<file path="config.mk">
export PLATFORM = sky130hd
export DESIGN_NAME = mul_iter
export DESIGN_NICKNAME = d
export VERILOG_FILES = /design/src/rtl/mul_pkg.sv /design/src/rtl/mul_sign_mag.sv /design/src/rtl/mul_iter.sv
export SDC_FILE = /design/constraint.sdc
export NUM_CORES = 1
export LEC_CHECK = 0
export CAP_MARGIN = 25
export CORE_ASPECT_RATIO = 0.8
export CORE_MARGIN = 2
export CORE_UTILIZATION = 55
export CTS_CLUSTER_DIAMETER = 60
export CTS_CLUSTER_SIZE = 8
export DETAILED_ROUTE_END_ITERATION = 6
export DONT_BUFFER_PORTS = 1
export PLACE_DENSITY = 0.71
export SETUP_SLACK_MARGIN = 0.3
export SYNTH_ARGS = -nofsm -noshare
export SYNTH_HDL_FRONTEND = slang
export SYNTH_HIERARCHICAL = 1
export SYNTH_SLANG_ARGS = --single-unit
</file>
<file path="constraint.sdc">
create_clock -name clk -period 4 [get_ports clk]
set_input_delay 0.4 -clock clk [delete_from_list [all_inputs] [get_ports clk]]
set_output_delay 0.4 -clock clk [all_outputs]
set_load 0.01 [all_outputs]
</file>
<file path="src/rtl/mul_pkg.sv">
`default_nettype none
// ============================================================================
//  Module      : mul_pkg
//  Description : Shared types and helpers for the iterative multiplier.
//  Revision    : 1.0 - initial release
// ============================================================================
package mul_pkg;

    // Control states of the iterative multiplier
    typedef enum logic [1:0] {
        IDLE = 2'd0,
        CALC = 2'd1,
        DONE = 2'd2
    } mul_state_t;

    // Bits needed to hold an iteration index 0..n-1 (never less than one bit)
    function automatic int cnt_width(input int n);
        int w;
        w = 1;
        while ((1 << w) < n) begin
            w = w + 1;
        end
        return w;
    endfunction

endpackage
`default_nettype wire

</file>
<file path="src/rtl/mul_sign_mag.sv">
`default_nettype none
// ============================================================================
//  Module      : mul_sign_mag
//  Description : Converts an N-bit two's-complement value to its magnitude
//                when enabled; passes the raw value through otherwise.
//                The magnitude of the most negative value still fits in N
//                unsigned bits, so no extra width is needed.
//  Revision    : 1.0 - initial release
// ============================================================================
module mul_sign_mag #(
    parameter int N = 10
) (
    input  logic [N-1:0] a,
    input  logic         en,
    output logic [N-1:0] mag
);

    // Negate only for enabled, negative inputs
    always_comb begin
        mag = a;
        if (en && a[N-1]) begin
            mag = -a;
        end
    end

endmodule
`default_nettype wire

</file>
<file path="src/rtl/mul_iter.sv">
`default_nettype none
// ============================================================================
//  Module      : mul_iter
//  Description : Iterative N x N multiplier consuming STEP multiplier bits
//                per cycle. Signed operands are multiplied as magnitudes and
//                the sign is restored on the final cycle. Valid/ready
//                handshakes on both input and output.
//  Revision    : 1.0 - initial release
// ============================================================================
module mul_iter
    import mul_pkg::*;
#(
    parameter int N    = 10,
    parameter int STEP = 1
) (
    input  logic           clk,
    input  logic           rst,
    input  logic           in_valid,
    output logic           in_ready,
    input  logic [N-1:0]   x,
    input  logic [N-1:0]   y,
    input  logic           is_signed,
    output logic           out_valid,
    input  logic           out_ready,
    output logic [2*N-1:0] z,
    output logic           busy
);

    localparam int c_iters = N / STEP;
    localparam int c_cnt_w = cnt_width(c_iters);

    // Reject configurations where STEP does not divide the operand width
    generate
        if ((N % STEP) != 0) begin : g_step_check
            $error("mul_iter: N (%0d) must be a multiple of STEP (%0d)", N, STEP);
        end
    endgenerate

    mul_state_t         state_q, state_d;
    logic [N-1:0]       mcand_q, mcand_d;
    logic [N-1:0]       mplr_q, mplr_d;
    logic               neg_q, neg_d;
    logic [2*N-1:0]     acc_q, acc_d;
    logic [c_cnt_w-1:0] cnt_q, cnt_d;
    logic [2*N-1:0]     z_q, z_d;
    logic               out_valid_q, out_valid_d;

    logic [N-1:0]       w_x_mag;
    logic [N-1:0]       w_y_mag;
    logic [2*N-1:0]     w_mcand_ext;
    logic [2*N-1:0]     w_digit_ext;
    logic [31:0]        w_shamt;
    logic [2*N-1:0]     w_pp;
    logic [2*N-1:0]     w_sum;

    mul_sign_mag #(.N(N)) u_x_mag (
        .a   (x),
        .en  (is_signed),
        .mag (w_x_mag)
    );

    mul_sign_mag #(.N(N)) u_y_mag (
        .a   (y),
        .en  (is_signed),
        .mag (w_y_mag)
    );

    // Partial product of the current multiplier digit, aligned to its weight
    always_comb begin
        w_mcand_ext = {{N{1'b0}}, mcand_q};
        w_digit_ext = {{(2*N-STEP){1'b0}}, mplr_q[STEP-1:0]};
        w_shamt     = 32'(cnt_q) * 32'(STEP);
        w_pp        = (w_mcand_ext * w_digit_ext) << w_shamt;
        w_sum       = acc_q + w_pp;
    end

    // Next-state and datapath update for IDLE / CALC / DONE
    always_comb begin
        state_d     = state_q;
        mcand_d     = mcand_q;
        mplr_d      = mplr_q;
        neg_d       = neg_q;
        acc_d       = acc_q;
        cnt_d       = cnt_q;
        z_d         = z_q;
        out_valid_d = out_valid_q;

        case (state_q)
            IDLE: begin
                if (in_valid) begin
                    mcand_d = w_x_mag;
                    mplr_d  = w_y_mag;
                    neg_d   = is_signed & (x[N-1] ^ y[N-1]);
                    acc_d   = '0;
                    cnt_d   = '0;
                    state_d = CALC;
                end
            end
            CALC: begin
                acc_d  = w_sum;
                mplr_d = mplr_q >> STEP;
                cnt_d  = cnt_q + 1'b1;
                if (cnt_q == c_cnt_w'(c_iters - 1)) begin
                    // Sign restored here; 2N-bit wrap gives the two's-complement product
                    z_d         = neg_q ? -w_sum : w_sum;
                    out_valid_d = 1'b1;
                    state_d     = DONE;
                end
            end
            DONE: begin
                if (out_ready) begin
                    out_valid_d = 1'b0;
                    state_d     = IDLE;
                end
            end
            default: begin
                state_d     = IDLE;
                out_valid_d = 1'b0;
            end
        endcase
    end

    // State and datapath registers; reset abandons any in-flight result
    always_ff @(posedge clk or posedge rst) begin
        if (rst) begin
            state_q     <= IDLE;
            mcand_q     <= '0;
            mplr_q      <= '0;
            neg_q       <= 1'b0;
            acc_q       <= '0;
            cnt_q       <= '0;
            z_q         <= '0;
            out_valid_q <= 1'b0;
        end else begin
            state_q     <= state_d;
            mcand_q     <= mcand_d;
            mplr_q      <= mplr_d;
            neg_q       <= neg_d;
            acc_q       <= acc_d;
            cnt_q       <= cnt_d;
            z_q         <= z_d;
            out_valid_q <= out_valid_d;
        end
    end

    assign in_ready  = (state_q == IDLE) && !rst;
    assign busy      = (state_q == CALC) || (state_q == DONE);
    assign out_valid = out_valid_q;
    assign z         = z_q;

endmodule
`default_nettype wire

</file>
==> flow_metrics.tcl <==
set metrics [dict create \
    routed_wirelength_um 12340 \
    p_comb_share_pct 63.6 \
    die-area_sq_um 9943 \
    netlist_area_sq_um 5036 \
    finalSetupViolations 0 \
    finalMaxSlewViolations 0 \
    fin_crit_ns 3.741 \
    synth_seq_area_share_pct 33.79 \
    ys_async_sr_fraction_pct 100.0 \
    num-fill-cells 712 \
    clkTransAtPathRegs_ns 0.06 \
    grt_pass1_vias 4153 \
    num_io_pins 48 \
    worst_path_largest_cell_delay_ns 0.49 \
    synthAdderAreaFrac_pct 7.106 \
    nNetsFinal 646 \
    drtAntennaViolNets 0 \
    fp.dieW_um 111.0 \
    clk_path_buf_depth 2 \
    grt_max_degree 41 \
    critPathLaunchType "flop" \
    fin_tns_setup_ns 0 \
    final_common_cell "nand2_1" \
    dr.pass1.iters 6 \
    synth_cell_type_count 62 \
    cellPowerDensity_nw_per_um2 907.5 \
    htreeDepth 3 \
    start_util_pct 56.21 \
    cts_sinks 68 \
    syn-num-nets 628 \
    p_int_w 0.002957 \
    worst_slew_pin_slew_ns 0.8371 \
    antenna_found_initial 0 \
    power_switching_w 0.002433 \
    syn_to_final_growth_pct 17.94 \
    synth_edf_count 0 \
    dieHeight_um 89.59 \
    leakagePower_nw 2.633 \
    synth.top_cell.area_share_pct 33.79 \
    synthFlopType "dfrtp_1" \
    status "complete, no violations" \
    synth_compound_area_share_pct 23.93 \
    place.gp.congestion 0.9356 \
    finClkSkew_ns 0.005014 \
    syn_inst 575 \
    vias_per_cell 6.027 \
    synthMuxAreaShare_pct 5.839 \
    drt_iter0_markers 346 \
    max_clock_freq_mhz 267.3 \
    yosys_register_bits 68 \
    final_cell_mix "71 x nand2_1, 66 x dfrtp_1, 38 x o21ai_0" \
    post-place-ws_ns 0.07466 \
    cts_hold_buf 0 \
    min_period_over_period_pct 93.53 \
    crit_chain "mux2i_2 > nor2_1 > o21ai_2 > nor2_1 > a31oi_1 > nor2_1 > ha_1 > and2_4 > o211ai_1 > o211a_1 > o21ai_2 > xnor2_2 > nand4b_1 > buf_6 > o31ai_4 > xor2_1 > o21ai_1" \
    grt_use_total_pct 24.71 \
    drc 0 \
    port_buffers 0 \
    clock_power_share_pct 15.1 \
    synth_warnings 6 \
    cap_violations 0 \
    vias 4297 \
    dpl.cell_count 680 \
    wl_per_cell_um 17.31 \
    p_seq_share_pct 21.3 \
    grt_first_pass_wirelength_um 19570 \
    diodes 0 \
    cpMostUsedCell "nor2_1" \
    relSlewSlack_pct 43.99 \
    synth_largest_area_cell "dfrtp_1" \
    fin_ws_ns 0.2589 \
    hpwl_um 8710 \
    crit_path_end_kind "flop" \
    crit_type "reg2reg" \
    insertion_delay_ns 0.34 \
    numCtsBuffers 9 \
    swShare_pct 45.14 \
    grt_setup_unrepaired "yes" \
    synth-simple-area-share_pct 16.07 \
    syn_area_per_cell_sq_um 8.758 \
    cts_root_buf "clkbuf_16" \
    multi_input_area_sq_um 3359 \
    register_area_sq_um 1704 \
    std_cell_rows 31 \
    required_ns 4.21 \
    synth_top_family_by_area "compound AO/OA/AOI/OAI gates" \
    hp-class "in2async" \
    yosys-top-cells-area "dfrtp_1 34%, ha_1 6.7%, nand2_1 5.4%" \
    stdcell_count 713 \
    cp.arrival_ns 3.95 \
    worstPathMaxFanout 7 \
    finalHoldViolations 0 \
    cts_tree "built" \
    peakVddDrop_uv 511.0 \
    overflow 0 \
    cpMaxStageDelayCell "dfrtp_2" \
    synthXorXnorAreaFrac_pct 8.845 \
    core-area_sq_um 8960 \
    drive_above_1_share_pct 22.24 \
]
Yosys cell counts, types with 2 or more instances:
| cell | count |
|---|---|
| nand2_1 | 72 |
| dfrtp_1 | 68 |
| o21ai_0 | 45 |
| a21oi_1 | 30 |
| xor2_1 | 28 |
| clkbuf_1 | 27 |
| ha_1 | 27 |
| nor2_1 | 25 |
| inv_1 | 23 |
| o22ai_1 | 21 |
| xnor2_1 | 21 |
| o21ai_1 | 16 |
| mux2_2 | 15 |
| a21o_1 | 14 |
| a22o_1 | 14 |
| nand3_1 | 14 |
| o31ai_1 | 10 |
| nor3_1 | 9 |
| a31oi_1 | 8 |
| mux2i_1 | 8 |
| nor2b_1 | 7 |
| nand4b_1 | 5 |
| a211oi_1 | 4 |
| and2_1 | 4 |
| and3_1 | 4 |
| o211ai_1 | 4 |
| buf_1 | 3 |
| nor3_4 | 3 |
| or3_1 | 3 |
| a21boi_1 | 2 |
| buf_4 | 2 |
| mux4_2 | 2 |
| nand2_2 | 2 |
| nand2b_1 | 2 |
| nand3b_1 | 2 |
| nand4_1 | 2 |
| o211a_1 | 2 |
| o21bai_1 | 2 |
| o31ai_2 | 2 |
power groups by stage:
stage          registers (W)  logic [W]  clock network (W)
6_report             0.00115    0.00343           0.000813
5_1_grt              0.00118    0.00375           0.000855
4_1_cts              0.00112    0.00298           0.000824
3_5_place_dp         0.00112    0.00289                  0
2_1_floorplan        0.00101    0.00228                  0
3_3_place_gp         0.00111    0.00281                  0
logic make-up (layout without fill, tap and decap cells):
| logic type | count (synthesis) | in the layout |
|---|---|---|
| compound gates | 185 | 185 |
| mux | 25 | 25 |
| simple gates | 162 | 162 |
| fa+ha+maj | 28 | 28 |
| buf+inv | 57 | 80 |
| xor+xnor | 50 | 50 |
| flops | 68 | 68 |
layer usage:
metal,GRT usage (%),wire [um],part of all wire (%),vias to the layer above
met5,0,0,0,-
li1,-,-,-,2103
met2,42.05,5762,47,161
met1,31.52,5578,45,2008
met4,8.636,217,1.8,0
met3,6.040,782,6.3,25
stage by stage:
stage                     power [W]  util (%)  area, sq um  hold slack (ns)
after detailed placement   0.004015     58.34         5228           0.4769
after global placement     0.003923     58.34         5228           0.4679
after CTS                  0.004916     62.32         5584           0.1135
final                      0.005390     66.29         5939          0.08981
after global routing       0.005780     66.29         5939           0.1669
after floorplan            0.003294         -         5045           0.4551
flip-flops by register name, summed over array words and instances (netlist names):
signal and flops:
out_valid 1, cnt_q 4, neg_q 1, mplr_q 10, mcand_q 10, z 20
acc_q 20, state_q 2
worst paths after layout:
path                           start          to  slack [ns]  cells after the start
max                         cnt_q[0]       z[17]        0.26                     17
min                              rst   acc_q[19]        0.09                      1
max reg2reg                 cnt_q[0]       z[17]        0.26                     17
min reg2reg                acc_q[18]   acc_q[18]        0.49                      2
max in group asynchronous        rst   acc_q[10]        3.02                      2
min in group clk                x[0]  mcand_q[0]        0.21                      1
area by class of cell:
cell class / count / share of cell area [%]
Multi-Input combinational cell: 450 / 56.56
Sequential cell: 68 / 28.69
Timing Repair Buffer: 40 / 5.625
Clock buffer: 12 / 4.319
Tap cell: 115 / 2.423
Inverter: 24 / 1.580
Clock inverter: 4 / 0.8005
what timing repair did:
item,CTS,global route
pin swaps,4,34
gates cloned,0,1
gates resized for setup,11,49
buffers inserted,3,13
setup endpoints to repair,9,11
critical path, delay by kind of cell (launching register included):
kind | cells | cell delay [ns]
flip-flops | 1 | 0.49
AO/OA/AOI/OAI | 7 | 1.30
adder cells (fa/ha/maj) | 1 | 0.35
AND/OR/NAND/NOR | 5 | 0.58
multiplexers | 1 | 0.28
buffers and inverters | 1 | 0.18
XOR/XNOR | 2 | 0.42
(Power assumes the default switching activity.)
